==> config.mk <==
export PLATFORM = sky130hd
export DESIGN_NAME = jam_cost_server
export DESIGN_NICKNAME = d
export VERILOG_FILES = /design/src/rtl/jam_cost_server.sv
export SDC_FILE = /design/constraint.sdc
export NUM_CORES = 1
export LEC_CHECK = 0
export BUFFER_PORTS_ARGS = -buffer_cell sky130_fd_sc_hd__buf_4
export CAP_MARGIN = 20
export CELL_PAD_IN_SITES_DETAIL_PLACEMENT = 1
export CELL_PAD_IN_SITES_GLOBAL_PLACEMENT = 1
export CORE_AREA = 2 2 211 213
export CTS_CLUSTER_DIAMETER = 120
export DETAILED_ROUTE_END_ITERATION = 8
export DIE_AREA = 0 0 213 215
export GPL_TIMING_DRIVEN = 0
export PLACE_DENSITY = 0.74
export REMOVE_ABC_BUFFERS = 1
export SLEW_MARGIN = 10
export SYNTH_ARGS = -nofsm -noshare
export SYNTH_HDL_FRONTEND = slang
export SYNTH_SLANG_ARGS = --single-unit
==> constraint.sdc <==
create_clock -name CLK -period 2.3 [get_ports CLK]
set_input_delay 0.23 -clock CLK [delete_from_list [all_inputs] [get_ports CLK]]
set_output_delay 0.23 -clock CLK [all_outputs]
set_load 0.1 [all_outputs]
==> src/rtl/jam_cost_server.sv <==
// Responder side of the JAM worker/job cost interface: serially loaded 8x8 cost table,
// zero-latency cost lookup while serving, result capture and serve-cycle counting.
module jam_cost_server #(
    parameter int N      = 8,
    parameter int COST_W = 7,
    parameter int CNT_W  = 20
) (
    input  logic              CLK,
    input  logic              RST,
    input  logic              load_valid,
    input  logic [COST_W-1:0] load_data,
    output logic              load_ready,
    input  logic [2:0]        W,
    input  logic [2:0]        J,
    output logic [COST_W-1:0] Cost,
    input  logic              Valid,
    input  logic [9:0]        MinCost,
    input  logic [3:0]        MatchCount,
    output logic              done,
    output logic [9:0]        res_min,
    output logic [3:0]        res_match,
    output logic [CNT_W-1:0]  serve_cnt,
    output logic              proto_err
);

    localparam int DEPTH = N * N;
    localparam logic [5:0] LAST_IDX = 6'(DEPTH - 1);

    typedef enum logic [1:0] {
        LOAD,
        SERVE,
        DONE
    } state_t;

    state_t            state;
    state_t            next_state;
    logic [5:0]        load_idx;
    logic              accept;
    logic              capture;
    logic [COST_W-1:0] cost_table [DEPTH];

    always_comb begin
        next_state = state;
        load_ready = 1'b0;
        Cost       = '0;
        accept     = 1'b0;
        capture    = 1'b0;
        case (state)
            LOAD: begin
                load_ready = 1'b1;
                accept     = load_valid;
                if (load_valid && load_idx == LAST_IDX)
                    next_state = SERVE;
            end
            SERVE: begin
                Cost = cost_table[{W, J}];
                if (Valid) begin
                    capture    = 1'b1;
                    next_state = DONE;
                end
            end
            DONE: begin
                load_ready = 1'b1;
                accept     = load_valid;
                if (load_valid)
                    next_state = LOAD;
            end
            default: next_state = LOAD;
        endcase
    end

    assign done = (state == DONE);

    // A load accepted in DONE restarts the table at entry 0, so the next entry goes to index 1.
    always_ff @(posedge CLK) begin
        if (RST) begin
            state     <= LOAD;
            load_idx  <= '0;
            res_min   <= '0;
            res_match <= '0;
            serve_cnt <= '0;
            proto_err <= 1'b0;
        end else begin
            state <= next_state;
            if (accept)
                load_idx <= (state == DONE) ? 6'd1 : load_idx + 6'd1;
            if (state == SERVE && serve_cnt != '1)
                serve_cnt <= serve_cnt + 1'b1;
            if (state == DONE && accept)
                serve_cnt <= '0;
            if (capture) begin
                res_min   <= MinCost;
                res_match <= MatchCount;
            end
            if (Valid && state != SERVE)
                proto_err <= 1'b1;
        end
    end

    always_ff @(posedge CLK) begin
        if (!RST && accept)
            cost_table[(state == DONE) ? 6'd0 : load_idx] <= load_data;
    end

endmodule
# Yosys cells after proc, flatten, opt, wreduce, memory -nomap -nowiden
# Memories as Yosys holds them, arrays and structs flattened.
# Cells that the tools add are included.
dict set report totals {
  register_bits 43
  ramBits 448
  out_inout_bits 44
  wordCells 40
  mem_count 1
}
dict set report classes {
  n_addsub 2
  eq_ne 8
  muxes 13
  n_reduce_logical 10
}
# memory words word_bits rd rd_clocked_by_memory_dff wr line_no
set memory_table {}
lappend memory_table {cost_table 64 7 1 0 1 40} ;# logic [COST_W-1:0] cost_table [DEPTH];
# op count
set ops {}
lappend ops {{$add 20x1->20 const B} 1}
lappend ops {{$ne 20x20->1 const B} 1}
lappend ops {{$mux 6} 2}
lappend ops {{$mux 7} 1}
lappend ops {{$add 6x1->6 const B} 1}
lappend ops {{$eq 6x6->1 const B} 1}
lappend ops {{$mux 1} 6}
lappend ops {{$mux 2} 3}
lappend ops {{$ne 2x2->1 const B} 3}
lappend ops {{$pmux 2 s3} 1}
lappend ops {{$logic_and 1x1->1} 5}
lappend ops {{$reduce_or 2->1} 2}
lappend ops {{$reduce_and 3->1} 1}
lappend ops {{$eq 2x1->1 const B} 1}
lappend ops {{$eq 2x2->1 const B} 1}
lappend ops {{$logic_not 2->1} 1}
lappend ops {{$ne 2x1->1 const B} 1}
lappend ops {{$logic_not 1->1} 1}

# Depth between registers and ports, before layout
# Gate-level depths: netlist (run 1).
dict set report depth {
  word_depth 6
  depth_mapped 9
  ltp_nobuf 6
}

# Worst setup path after synthesis (run 1)
# OpenSTA, ideal clock, no wires.
dict set report synth_timing {
  path_kind {input-to-output}
  from {in J[0]}
  to {out Cost[0]}
  t_arrival_ns 4.224
  required_time_ns 2.070
  setup_slack_ns -2.154
  path_stages 5
  n_path_buf 1
  cell_sequence {clkbuf_4 mux4_1 nor2_1 o31a_1 o41ai_1}
}
dict set report synth_via {
  elab_chain_len 2
}
# item line_no
set synth_rtl {}
lappend synth_rtl {{start, declared} 14} ;# input logic [2:0] J,
lappend synth_rtl {{$mem_v2 64x7} --}
lappend synth_rtl {{$mux 7} 48} ;# case (state)
lappend synth_rtl {{end, declared} 15} ;# output logic [COST_W-1:0] Cost,
# No other way between the ends.

# Worst setup path after layout (run 1)
dict set report layout_timing {
  from {mem cost_table[54][2]}
  to {out Cost[2]}
}
dict set report layout_via {
  elab_chain_len 2
}
# item line_no
set layout_rtl {}
lappend layout_rtl {{start, declared} 40}
lappend layout_rtl {{$mem_v2 64x7} --}
lappend layout_rtl {{$mux 7} 48}
# No other way between the ends.

==> results of run 1 <==
==> layout make-up <==
cell class | count | share of cell area (%)
tap | 592 | 3.19
multi-input combinational | 488 | 23.6
clock inverter | 21 | 0.652
timing repair buffer | 116 | 5.12
clock buffer | 66 | 5.74
inverter | 4 | 0.0754
sequential | 491 | 61.6
==> kinds of logic (layout without fill, tap and decap cells) <==
kind of cell    count (synthesis)  after routing  synth area share, %
mux                           140            140                 14.7
buf+inv                        55            207                 1.72
flops                         491            491                 73.9
fa+ha+maj                       2              2                0.129
xor+xnor                       19             19                0.859
compound gates                 87             87                 3.06
simple gates                  240            240                 5.67
==> cells in the final DEF (no fill, tap or decap), types with 6 or more instances in the layout <==
cell,netlist,final
sky130_fd_sc_hd__buf_4,11,78
sky130_fd_sc_hd__o21ai_0,8,8
sky130_fd_sc_hd__nor3_1,12,10
sky130_fd_sc_hd__nor2_4,0,64
sky130_fd_sc_hd__clkbuf_1,22,15
sky130_fd_sc_hd__o22ai_1,14,11
sky130_fd_sc_hd__nand4_1,10,10
sky130_fd_sc_hd__nor2b_1,9,7
sky130_fd_sc_hd__dlygate4sd3_1,0,18
sky130_fd_sc_hd__clkinv_2,0,9
sky130_fd_sc_hd__nor2_1,104,37
sky130_fd_sc_hd__clkbuf_16,0,52
sky130_fd_sc_hd__mux2i_1,20,18
sky130_fd_sc_hd__xnor2_1,14,14
sky130_fd_sc_hd__dfxtp_1,43,42
sky130_fd_sc_hd__a211oi_1,11,8
sky130_fd_sc_hd__nand2_1,60,52
sky130_fd_sc_hd__mux4_2,109,109
sky130_fd_sc_hd__a21oi_1,21,20
sky130_fd_sc_hd__edfxtp_1,448,448
sky130_fd_sc_hd__nand2b_1,7,6
sky130_fd_sc_hd__buf_12,0,9
sky130_fd_sc_hd__clkinv_1,1,8
==> routing by layer <==
layer	routed length, um	share of wire [%]	vias to the layer above	GRT usage, %
li1	-	-	4431	-
met1	20300	42	5452	30.2
met2	23400	49	399	34.4
met3	3030	6.3	79	3.86
met4	1390	2.9	0	7.97
met5	0	0	-	0
==> per-stage QoR <==
stage / std cells / hold slack [ns] / total power, mW
finish: 1778 / 0.217 / 18.2
floorplan: 983 / 0.299 / 10.3
detailed placement: 1653 / 0.454 / 10.7
global route: 1778 / 0.237 / 18.7
CTS: 1775 / 0.200 / 18.3
global placement: 1649 / 0.446 / 10.7
==> flip-flops by register name (all words and copies together) (netlist names) <==
register    flops
cost_table    448
load_idx        6
proto_err       1
res_match       4
res_min        10
serve_cnt      20
state           2
==> power by group <==
part           switching [mW]  total (mW)  internal [mW]
Sequential             0.0147        9.76           9.74
Clock                    3.30        7.57           4.27
Combinational           0.528       0.871          0.342
==> timing repair <==
action | CTS | global route
resized for setup | 193 | 20
pin swaps | 9 | 12
gates cloned | 2 | 1
endpoints found under the hold margin | 18 | 0
hold buffers | 18 | 0
setup buffers | 15 | 2
endpoints found under the setup margin | 447 | 421
==> worst paths after layout <==
path                                from                           to  slack (ns)  cells after the start
max          cost_table[54][2]$_DFFE_PP_                      Cost[2]       -0.45                      5
min                         load_data[4]  cost_table[17][4]$_DFFE_PP_        0.22                      1
max reg2reg        state[0]$_SDFFE_PP0P_  cost_table[31][6]$_DFFE_PP_        0.16                      8
min reg2reg      res_min[8]$_SDFFE_PP0P_      res_min[8]$_SDFFE_PP0P_        0.46                      2
==> worst max-delay path: stages (launching register included) <==
cell and delay [ns]:
sky130_fd_sc_hd__edfxtp_1 0.36, sky130_fd_sc_hd__mux4_2 0.51, sky130_fd_sc_hd__o22a_1 0.29, sky130_fd_sc_hd__o211ai_1 0.40, sky130_fd_sc_hd__o41ai_2 0.17, sky130_fd_sc_hd__buf_6 0.21
==> summary.md, run 1 <==
| Metric | Value |
|---|---|
| Die Y | `215 um` |
| Slew at the pin closest to its max-slew limit | `0.949 ns` |
| Count of flip-flops with a built-in enable after synthesis | `448` |
| Arrival time reported for the critical path endpoint | `2.52 ns` |
| Final Hold Viols | `0` |
| Footprint of the flip-flops and latches | `14300 um^2` |
| Synth top area share | `69.5%` |
| Library cell with the largest summed area after synthesis | `sky130_fd_sc_hd__edfxtp_1` |
| Total via count in the routed design | `10400` |
| Sequential-to-total area share from yosys stat | `73.9%` |
| Mean instance size in the synthesized netlist | `18.7 um^2` |
| Violations in the final reports | `negative setup slack` |
| Dpl ws | `-0.948 ns` |
| TritonCTS clock tree | `built` |
| List of most frequent post-synthesis cells | `sky130_fd_sc_hd__edfxtp_1 (448), sky130_fd_sc_hd__mux4_2 (109), sky130_fd_sc_hd__nor2_1 (104)` |
| Final weighted congestion in routability-driven placement | `0.765` |
| Starting utilization of the core area | `44.4%` |
| Total Die Area | `45800 um^2` |
| Distinct cell type count of the synthesized netlist | `58` |
| Number of global-route vias before repair | `11100` |
| Cell with the most instances after synthesis | `sky130_fd_sc_hd__edfxtp_1` |
| Worst hold path class | `in -> reg` |
| Post-Place Cell Area | `20500 um^2` |
| Clock tree sinks | `491` |
| Global-route wire length before repair | `72900 um` |
| Clock buffers created by TritonCTS | `50` |
| Prevailing post-synth register cell | `sky130_fd_sc_hd__edfxtp_1` |
| Worst clock skew | `0.0263 ns` |
| Number of buffers inserted by port buffering | `74` |
| Asr flop ratio synth | `0%` |
| Deepest level of the CTS H-tree | `2` |
| Final count of pins violating max slew | `0` |
| Synth Instances | `1034` |
| Pin count of the biggest net entering global routing | `65` |
| Clock latency on the worst-skew pair | `0.59 ns` |
| Status | `complete, but fails checks` |
| Class of the most critical setup path | `reg -> out` |
| Relative area change from synthesis to final layout | `19.9%` |
| Post-route fraction of the period consumed by the critical path | `120%` |
| Register clock-pin slew on the reported worst setup and hold paths | `0.06 ns` |
| Wire length per cell after detailed routing | `27.1 um` |
| Number of antenna violations at the first check in global routing | `0` |
| Critical path capture point type | `output pin` |
| MaxCap Viol Count | `0` |
| Worst Path Max Fanout | `1` |
| Maximum resistive drop on vdd | `442 uV` |
| Area occupied by multi-input gates | `5480 um^2` |
| Power density relative to cell area | `784 nW/um^2` |
| Share of final-layout standard cells stronger than drive strength 1 | `32.5%` |
| Final critical path time including I/O delays and setup | `2.75 ns` |
| Number of synthesized register bits | `491` |
| Diode count | `0` |
| Finished Cell Area | `23200 um^2` |
| X dimension of the die | `213 um` |
| Count of filler cells inserted in the layout | `3927` |
| Leading post-synthesis cells by cell area | `sky130_fd_sc_hd__edfxtp_1 (69%), sky130_fd_sc_hd__mux4_2 (13%), sky130_fd_sc_hd__dfxtp_1 (4.4%), sky130_fd_sc_hd__nor2_1 (2.0%), sky130_fd_sc_hd__nand2_1 (1.2%)` |
| Worst max-slew margin expressed relative to the limit | `36.5%` |
| Number of violations reported at the end of detailed-routing iteration 0 | `785` |
| Kind of start point of the critical path | `flip-flop` |
| Unrepaired setup endpoints after global routing | `yes` |
| Req. time, crit path | `2.07 ns` |
| Total GRT Usage | `21.7%` |
| Count of unresolved DRC violations after routing | `0` |
| Number of primary I/O pins | `75` |
| Clk buf depth | `3` |
| Antenna-violating nets left | `0` |
| Detail-routed via count per cell | `5.83` |
| Static leakage | `7.28 nW` |
| Root buffer cell | `sky130_fd_sc_hd__clkbuf_16` |
| Final setup TNS | `-2.95 ns` |
| Final global-route overflow total | `0` |
| Routed wire length | `48100 um` |
| Number of rows created at floorplan | `77` |
| NumNets Final | `1184` |
| Drt pass-1 iters | `5` |
| Total setup violations reported at the end of the flow | `7` |
| Maximum clock frequency | `363 MHz` |
| Synth warn | `0` |
| Worst setup margin | `-0.454 ns` |
| Core Region | `43600 um^2` |
| Mapped Area | `19400 um^2` |
| Utilization of the core after routing | `53.2%` |
| DP Wirelength | `27500 um` |
No activity file was read; power rests on OpenSTA's default activity.
==> run 2, diff against run 1 <==
--- a/config.mk
+++ b/config.mk
@@ -10,6 +10,7 @@
 export CELL_PAD_IN_SITES_DETAIL_PLACEMENT = 1
 export CELL_PAD_IN_SITES_GLOBAL_PLACEMENT = 1
 export CORE_AREA = 2 2 211 213
+export CTS_BUF_LIST = sky130_fd_sc_hd__clkbuf_4
 export CTS_CLUSTER_DIAMETER = 120
 export DETAILED_ROUTE_END_ITERATION = 8
 export DIE_AREA = 0 0 213 215
==> summary.md, run 2 (same netlist as run 1, synthesis figures left out) <==
| Metric | Value |
|---|---|
| Status | `complete, but fails checks` |
| Violations in the final reports | `negative setup slack` |
| Post-route fraction of the period consumed by the critical path | `130% (+10 points)` |
| Starting utilization of the core area | `44.4% (unchanged)` |
| Worst Path Max Fanout | `1 (unchanged)` |
| Startpoint of the most critical setup path | `cost_table[54][2]$_DFFE_PP_` |
| Register clock-pin slew on the reported worst setup and hold paths | `0.06 ns (about the same)` |
| Worst clock skew | `0.0413 ns (+0.0149 ns)` |
| Drt pass-1 iters | `5 (unchanged)` |
| Number of violations reported at the end of detailed-routing iteration 0 | `788 (+0.38%)` |
| X dimension of the die | `213 um (unchanged)` |
| Switch Pwr | `3.88 mW (+0.90%)` |
| Routed wire length | `48000 um (-0.31%)` |
| MaxCap Viol Count | `0 (unchanged)` |
| Routed wl met3 | `3640 um (+20%)` |
| Utilization of the core after routing | `53.2% (about the same)` |
| Final weighted congestion in routability-driven placement | `0.765 (unchanged)` |
| Most common cell after layout, fill and taps aside | `sky130_fd_sc_hd__edfxtp_1` |
| Maximum single-stage delay on the critical path | `0.51 ns (about the same)` |
| Hold Startpoint | `MatchCount[1]` |
| Number of antenna violations at the first check in global routing | `1 (+1)` |
| Count of unresolved DRC violations after routing | `0 (unchanged)` |
| Critical path cell sequence | `mux4_2, o22a_1, o211ai_1, o41ai_2, buf_6` |
| Clk buf depth | `3 (unchanged)` |
| Slew at the pin closest to its max-slew limit | `0.914 ns (-0.0356 ns)` |
| Finished Cell Area | `23200 um^2 (about the same)` |
| Final Hold Viols | `0 (unchanged)` |
| Highest metal layer with signal wires | `met4` |
| Arrival time reported for the critical path endpoint | `2.77 ns (+0.25 ns)` |
| Worst hold path class | `in -> reg` |
| DP Wirelength | `27500 um (unchanged)` |
| Met2 wire length | `23500 um (+0.57%)` |
| Final critical path time including I/O delays and setup | `3.00 ns (+0.241 ns)` |
| Part of the total power dissipated in sequential elements | `55.2% (+1.6 points)` |
| Final count of pins violating max slew | `0 (unchanged)` |
| Number of flip-flops under the largest register name | `448 (unchanged)` |
| Number of rows created at floorplan | `77 (unchanged)` |
| Clock latency on the worst-skew pair | `0.84 ns (+0.25 ns)` |
| Clock power share | `40.0% (-1.6 points)` |
| Internal cell power | `13.8 mW (-4.0%)` |
| Maximum resistive drop on vdd | `343 uV (-22%)` |
| Detail-routed via count per cell | `5.66 (-2.9%)` |
| Cell at the slowest stage of the critical path | `sky130_fd_sc_hd__mux4_2` |
| Req. time, crit path | `2.07 ns (about the same)` |
| Dpl ws | `-0.948 ns (unchanged)` |
| Total Die Area | `45800 um^2 (unchanged)` |
| Power density relative to cell area | `760 nW/um^2 (-3.0%)` |
| Worst flop-to-flop path startpoint | `state[0]$_SDFFE_PP0P_` |
| Register ranked first by flip-flop count | `cost_table` |
| Critical path capture point type | `output pin` |
| Wire length per cell after detailed routing | `25.1 um (-7.1%)` |
| Clock tree sinks | `491 (unchanged)` |
| Number of global-route vias before repair | `11600 (+4.8%)` |
| Total setup violations reported at the end of the flow | `7 (unchanged)` |
| Core Region | `43600 um^2 (unchanged)` |
| Clock buffers created by TritonCTS | `121 (+140%)` |
| NumNets Final | `1268 (+7.1%)` |
| Maximum clock frequency | `334 MHz (-8.0%)` |
| Switching portion of total power | `22.0% (+0.85 points)` |
| Static leakage | `7.45 nW (+2.4%)` |
| Pin count of the biggest net entering global routing | `65 (unchanged)` |
| Die Y | `215 um (unchanged)` |
| Post-Route Hold Slack | `0.221 ns (+0.00439 ns)` |
| Largest registers | `cost_table x448, serve_cnt x20, res_min x10` |
| Post-Place Cell Area | `20500 um^2 (unchanged)` |
| Root buffer cell | `sky130_fd_sc_hd__clkbuf_4` |
| Share of final-layout standard cells stronger than drive strength 1 | `39.2% (+6.7 points)` |
| Total GRT Usage | `21.7% (-0.061 points)` |
| Unrepaired setup endpoints after global routing | `yes` |
| Kind of start point of the critical path | `flip-flop` |
| Antenna-violating nets left | `0 (unchanged)` |
| Number of buffers inserted by port buffering | `74 (unchanged)` |
| Worst max-slew margin expressed relative to the limit | `38.9% (+2.4 points)` |
| Final global-route overflow total | `0 (unchanged)` |
| Relative area change from synthesis to final layout | `19.9% (about the same)` |
| Total via count in the routed design | `10800 (+4.2%)` |
| Number of primary I/O pins | `75 (unchanged)` |
| Comb power frac | `4.8% (about the same)` |
| Wire length on met1 | `19500 um (-4.0%)` |
| TritonCTS clock tree | `built` |
| Deepest level of the CTS H-tree | `3 (+1)` |
| Class of the most critical setup path | `reg -> out` |
| Most frequent cells in the layout | `sky130_fd_sc_hd__edfxtp_1 (448), sky130_fd_sc_hd__clkbuf_4 (185), sky130_fd_sc_hd__mux4_2 (109)` |
| Worst setup margin | `-0.695 ns (-0.241 ns)` |
| Global-route wire length before repair | `72700 um (-0.29%)` |
## run 2: cell types whose count changed in the layout (fill, tap and decap cells not counted), sizes merged
cell	delta
buf	+6
bufinv	-1
diode	+2
inv	-2
clkinvlp	-1
bufbuf	-1
dlygate4sd3	+8
clkbuf	+119
## run 2: routing by layer
layer / up-vias / global-route usage, %
met5: - / 0
met3: 86 / 5.26
met4: 0 / 9.00
li1: 4660 / -
met1: 5579 / 28.9
met2: 467 / 34.1
## run 2: worst max-delay path, delay by kind of cell (launching register included)
| family | cells | cell delay (ns) |
|---|---|---|
| AO/OA/AOI/OAI | 3 | 0.88 |
| buffers and inverters | 1 | 0.22 |
| flip-flops | 1 | 0.36 |
| multiplexers | 1 | 0.51 |
## run 2: final cells by class
| class | instances | area (um^2) |
|---|---|---|
| fill | 4061 | 20400 |
| inverter | 4 | 20.0 |
| sequential | 491 | 14300 |
| tap | 592 | 741 |
| clock inverter | 17 | 91.3 |
| multi-input combinational | 488 | 5440 |
| clock buffer | 185 | 1390 |
| antenna | 2 | 5.00 |
| timing repair buffer | 129 | 1230 |
## run 2: path summary, 6_finish.rpt
| path | end | slack (ns) | cells after the start |
|---|---|---|---|
| worst max-delay path | Cost[2] | -0.70 | 5 |
| worst min-delay path | res_match[1]$_SDFFE_PP0P_ | 0.22 | 4 |
| worst max register to register | cost_table[4][0]$_DFFE_PP_ | 0.10 | 6 |
| worst min register to register | res_min[8]$_SDFFE_PP0P_ | 0.46 | 2 |
## run 2: per-stage QoR
stage	total power [mW]	cells	TNS, ns
6_report	17.7	1908	-4.59
2_1_floorplan	10.3	983	-357.32
5_1_grt	18.3	1907	-5.28
3_3_place_gp	10.7	1649	-223.36
3_5_place_dp	10.7	1653	-237.52
4_1_cts	17.8	1901	-6.38
## run 2: power by group through the flow
stage	clock network, mW	logic (mW)	registers [mW]
floorplan	0	0.306	9.95
global placement	0	0.723	9.94
detailed placement	0	0.757	9.94
CTS	7.22	0.831	9.75
global route	7.65	0.899	9.75
finish	7.06	0.845	9.75
## run 2: timing repair
action,CTS,global route
hold buffers,26,0
setup buffers,20,5
hold endpoints to repair,470,0
setup endpoints to repair,448,259
resized for setup,169,32
pin swaps,15,5
